[src/rtl/id_ex_register.sv]
// rtl/id_ex_register.sv - ID/EX pipeline register with stall, flush and debug step-enable (optional bubble counter: ID_EX_BUBBLE_CNT_EN)
module id_ex_register #(
  parameter int NB_DATA  = 32,
  parameter int NB_REG   = 5,
  parameter int NB_ALUOP = 3,
  parameter int NB_FUNC  = 6
) (
  input  logic                i_clk,
  input  logic                i_reset,
  input  logic                i_enable,
  input  logic                i_stall,
  input  logic                i_flush,
  input  logic                i_valid,
  input  logic [8:0]          i_ctrl,
  input  logic [NB_ALUOP-1:0] i_ALUOp,
  input  logic [NB_FUNC-1:0]  i_Function_code,
  input  logic [4:0]          i_shamt,
  input  logic [NB_DATA-1:0]  i_rs_data,
  input  logic [NB_DATA-1:0]  i_rt_data,
  input  logic [NB_DATA-1:0]  i_imm,
  input  logic [NB_DATA-1:0]  i_pc4,
  input  logic [NB_REG-1:0]   i_rs,
  input  logic [NB_REG-1:0]   i_rt,
  input  logic [NB_REG-1:0]   i_rd,
  output logic                o_valid,
  output logic [8:0]          o_ctrl,
  output logic [NB_ALUOP-1:0] o_ALUOp,
  output logic [NB_FUNC-1:0]  o_Function_code,
  output logic [4:0]          o_shamt,
  output logic [NB_DATA-1:0]  o_rs_data,
  output logic [NB_DATA-1:0]  o_rt_data,
  output logic [NB_DATA-1:0]  o_imm,
  output logic [NB_DATA-1:0]  o_pc4,
  output logic [NB_REG-1:0]   o_rs,
  output logic [NB_REG-1:0]   o_rt,
  output logic [NB_REG-1:0]   o_rd
`ifdef ID_EX_BUBBLE_CNT_EN
  ,
  output logic [15:0]         o_bubble_count
`endif
);

  // Per-edge action once reset is excluded: hold (disabled or stalled), bubble, or load.
  typedef enum logic [1:0] {
    ACT_HOLD   = 2'd0,
    ACT_BUBBLE = 2'd1,
    ACT_LOAD   = 2'd2
  } action_e;

  action_e action;

  logic                valid_q,  valid_d;
  logic [8:0]          ctrl_q,   ctrl_d;
  logic [NB_ALUOP-1:0] aluop_q,  aluop_d;
  logic [NB_FUNC-1:0]  func_q,   func_d;
  logic [4:0]          shamt_q,  shamt_d;
  logic [NB_DATA-1:0]  rs_data_q, rs_data_d;
  logic [NB_DATA-1:0]  rt_data_q, rt_data_d;
  logic [NB_DATA-1:0]  imm_q,    imm_d;
  logic [NB_DATA-1:0]  pc4_q,    pc4_d;
  logic [NB_REG-1:0]   rs_q,     rs_d;
  logic [NB_REG-1:0]   rt_q,     rt_d;
  logic [NB_REG-1:0]   rd_q,     rd_d;

  // Priority decode: a disabled debug step swallows flush/stall entirely; flush beats stall.
  always_comb begin
    action = ACT_HOLD;
    if (!i_enable) begin
      action = ACT_HOLD;
    end else if (i_flush) begin
      action = ACT_BUBBLE;
    end else if (i_stall) begin
      action = ACT_HOLD;
    end else begin
      action = ACT_LOAD;
    end
  end

  // Next-state for every field; an invalid ID slot loads its data but never its control.
  always_comb begin
    valid_d   = valid_q;
    ctrl_d    = ctrl_q;
    aluop_d   = aluop_q;
    func_d    = func_q;
    shamt_d   = shamt_q;
    rs_data_d = rs_data_q;
    rt_data_d = rt_data_q;
    imm_d     = imm_q;
    pc4_d     = pc4_q;
    rs_d      = rs_q;
    rt_d      = rt_q;
    rd_d      = rd_q;
    case (action)
      ACT_BUBBLE: begin
        valid_d   = 1'b0;
        ctrl_d    = '0;
        aluop_d   = '0;
        func_d    = '0;
        shamt_d   = '0;
        rs_data_d = '0;
        rt_data_d = '0;
        imm_d     = '0;
        pc4_d     = '0;
        rs_d      = '0;
        rt_d      = '0;
        rd_d      = '0;
      end
      ACT_LOAD: begin
        valid_d   = i_valid;
        ctrl_d    = i_valid ? i_ctrl  : '0;
        aluop_d   = i_valid ? i_ALUOp : '0;
        func_d    = i_Function_code;
        shamt_d   = i_shamt;
        rs_data_d = i_rs_data;
        rt_data_d = i_rt_data;
        imm_d     = i_imm;
        pc4_d     = i_pc4;
        rs_d      = i_rs;
        rt_d      = i_rt;
        rd_d      = i_rd;
      end
      default: begin
        valid_d   = valid_q;
      end
    endcase
  end

  // Pipeline register; synchronous reset clears every field.
  always_ff @(posedge i_clk) begin
    if (i_reset) begin
      valid_q   <= 1'b0;
      ctrl_q    <= '0;
      aluop_q   <= '0;
      func_q    <= '0;
      shamt_q   <= '0;
      rs_data_q <= '0;
      rt_data_q <= '0;
      imm_q     <= '0;
      pc4_q     <= '0;
      rs_q      <= '0;
      rt_q      <= '0;
      rd_q      <= '0;
    end else begin
      valid_q   <= valid_d;
      ctrl_q    <= ctrl_d;
      aluop_q   <= aluop_d;
      func_q    <= func_d;
      shamt_q   <= shamt_d;
      rs_data_q <= rs_data_d;
      rt_data_q <= rt_data_d;
      imm_q     <= imm_d;
      pc4_q     <= pc4_d;
      rs_q      <= rs_d;
      rt_q      <= rt_d;
      rd_q      <= rd_d;
    end
  end

  assign o_valid         = valid_q;
  assign o_ctrl          = ctrl_q;
  assign o_ALUOp         = aluop_q;
  assign o_Function_code = func_q;
  assign o_shamt         = shamt_q;
  assign o_rs_data       = rs_data_q;
  assign o_rt_data       = rt_data_q;
  assign o_imm           = imm_q;
  assign o_pc4           = pc4_q;
  assign o_rs            = rs_q;
  assign o_rt            = rt_q;
  assign o_rd            = rd_q;

`ifdef ID_EX_BUBBLE_CNT_EN
  logic [15:0] bubble_cnt_q, bubble_cnt_d;
  logic        bubble_loaded;

  // A bubble enters EX on a flush or on a load of an empty ID slot.
  always_comb begin
    bubble_loaded = (action == ACT_BUBBLE) || ((action == ACT_LOAD) && !i_valid);
    bubble_cnt_d  = bubble_cnt_q;
    if (bubble_loaded && (bubble_cnt_q != 16'hFFFF)) begin
      bubble_cnt_d = bubble_cnt_q + 16'd1;
    end
  end

  // Saturating bubble counter, cleared by reset.
  always_ff @(posedge i_clk) begin
    if (i_reset) begin
      bubble_cnt_q <= '0;
    end else begin
      bubble_cnt_q <= bubble_cnt_d;
    end
  end

  assign o_bubble_count = bubble_cnt_q;
`endif

endmodule

[config.mk]
export PLATFORM = sky130hd
export DESIGN_NAME = id_ex_register
export DESIGN_NICKNAME = d
export VERILOG_FILES = /design/src/rtl/id_ex_register.sv
export SDC_FILE = /design/constraint.sdc
export NUM_CORES = 1
export LEC_CHECK = 0
export CAP_MARGIN = 20
export CORE_ASPECT_RATIO = 0.6
export CORE_MARGIN = 2
export CORE_UTILIZATION = 40
export DETAILED_ROUTE_END_ITERATION = 8
export HOLD_SLACK_MARGIN = 0.03
export PLACE_DENSITY = 0.8
export SYNTH_ARGS = -nofsm -noshare
export SYNTH_HDL_FRONTEND = slang
export SYNTH_SLANG_ARGS = --single-unit
[constraint.sdc]
create_clock -name i_clk -period 2.2 [get_ports i_clk]
set_input_delay 0.44 -clock i_clk [delete_from_list [all_inputs] [get_ports i_clk]]
set_output_delay 0.44 -clock i_clk [all_outputs]
set_load 0.05 [all_outputs]
==> results.toml <==
[outcome]
status = "finished, final reports clean"

[yosys]
yosys_warnings = 0
yosys.cell_count.top_type = "nand2_1"
synth_cell_types = 13
yosys.area.top_type_share = 0.502
synth_area_leader_cell = "dfxtp_1"
yosys-top-cells-area = "dfxtp_1 (50%), nand3b_1 (17%), a21oi_1 (13%)"
avgSynthCellArea_um2 = 8.91
synth_edf_count = 0
synth_common_cells = "nand2_1 (168), a21oi_1 (167), dfxtp_1 (167), nand3b_1 (155), buf_2 (41)"
synth_area_um2 = 6660
async_flop_share = 0
syn_inst = 747
ys_seq_area_frac = 0.502
synth_seq_cells = 167
synth_ff_type = "dfxtp_1"
synth.net_count = 920

[timing]
relSlewSlack = 0.624
rsz0062_at_grt = "false"
fin_ws_ps = 170
max_freq_mhz = 493
setup_viol = 0
drv_slew = 0
tns_ps = 0
holdWs_ps = 450
hold_viol = 0
post-route-period-util = 0.923
clock_skew_ps = 0
tightest_slew_ps = 562
period_needed_ps = 2030

[place]
pre_cts_ws_ps = -33.8
dp_hpwl_mm = 14.5
gp_congestion = 0.796
port_buffers = 338

[setup_path]
rr_worst_depth = 2
crit_required_ps = 1760
crit_arrival_ps = 1590
max_stage_delay_ps = 850
crit_path_end_kind = "primary output"
critPathSlowestCell = "clkdlybuf4s50_1"
crit_path_cell_trace = "clkdlybuf4s50_1"
worst-path-stages = 1
cp_max_fo = 2
cp-start-kind = "flop"
path_delay_family = "buffers and inverters"
path_buf_inv = 1
crit_type = "reg2out"

[drt]
vias = 6315
drtIter0Drc = 395
drt_pre_antenna_iters = 8
drt_wl_total_mm = 20.4
ant_nets = 0
drc_errors = 0
avgRoutedWirePerCell_um = 15.8
via_per_inst = 4.88

[finish]
layout-area-overhead-vs-synth_pct = 61.2
n_antenna_cell = 0
drive_above_1_share = 0.0545
nets = 1226

[cts]
hold_buffers = 0
clkSlewWorstSetupHoldPaths_ps = 70
root_buffer = "clkbuf_16"
post-cts-setup-buffers = 0
cts_sinks = 167
cts_buffers = 17
clock_path_buffers = 2
cts_tree = "done"
cts-htree-levels = 4
cts_resized = 0
clkLatencyLatePin_ps = 400

[die]
die_y_um = 104
die-area_um2 = 17700
core_area_um2 = 16300
num_io_pins = 339
start_util = 0.409
die_w_um = 171
row_count = 36

[worst_hold_path]
hold_path_depth = 2
hold_path.class = "reg2reg"

[power]
vdd_drop_max_mv = 0.408
power_density_nw_per_um2 = 641
p_leak_nw = 3.49

[global_routing]
grt-ovfl-total = 0
grt_max_degree = 81
grt_pass1_wl_mm = 31.4
grt_pass1_vias = 6025
track_usage = 0.221
antenna_found_initial = 0

[run]
maxCapViolations = 0
## metal layers
layer | wire, um | global-route usage | up-vias | part of all wire
met5 | 0 | 0 | - | 0
met4 | 441 | 0.0653 | 0 | 0.022
met3 | 1760 | 0.0769 | 33 | 0.086
met2 | 9510 | 0.366 | 205 | 0.47
met1 | 8710 | 0.270 | 2925 | 0.43
li1 | - | - | 3152 | -
## stage by stage
stage               std cells   util  power [mW]  area [um^2]
floorplan                 747      -        3.66         6660
global placement         1262  0.625        4.08        10200
detailed placement       1262  0.625        4.09        10200
CTS                      1293  0.660        6.95        10700
global route             1293  0.660        7.14        10700
finish                   1293  0.660        6.88        10700
## cells in the final DEF (no fill, tap or decap)
cell             instances
clkbuf_16               17
clkinv_4                 3
nand2_1                168
buf_12                  16
a21oi_1                167
clkdlybuf4s50_1        337
nand4b_1                12
inv_8                    3
ha_4                     1
clkbuf_8                 2
inv_6                    4
buf_4                   10
clkinvlp_4               2
nand3b_1               155
dfxtp_1                167
nor3b_1                  1
## sequential cells by signal (all words and copies together) (netlist names)
name / count
o_rt_data: 32
o_pc4: 32
o_rs_data: 32
o_valid: 1
o_imm: 32
o_shamt: 5
o_rd: 5
o_rs: 5
o_ctrl: 9
o_Function_code: 6
o_ALUOp: 3
o_rt: 5
## final cells by class
class | count | area, um^2
timing repair buffer | 363 | 3770
fill | 1360 | 5530
sequential | 167 | 3340
clock buffer | 19 | 453
tap | 228 | 285
clock inverter | 12 | 110
multi-input combinational | 504 | 2770
## power by group
group / total [mW] / switching (mW) / leakage [nW] / internal [mW]
Sequential: 3.07 / 0.0162 / 1.35 / 3.05
Combinational: 0.953 / 0.435 / 1.87 / 0.517
Clock: 2.86 / 1.31 / 0.273 / 1.55
## logic make-up after synthesis
group,after synthesis,synth area share
simple gates,336,0.286
compound gates,167,0.126
flops,167,0.502
buf+inv,76,0.0838
fa+ha+maj,1,0.00188
## worst paths after layout
| path | end | slack (ps) | startpoint |
|---|---|---|---|
| worst max-delay path | o_pc4[27] | 170 | o_pc4[27] |
| worst min-delay path | o_rs_data[30] | 450 | o_rs_data[30] |
| worst max register to register | o_ALUOp[2] | 1560 | o_ALUOp[2] |
| worst min register to register | o_rs_data[30] | 450 | o_rs_data[30] |
Power figures use the tool's default switching activity.
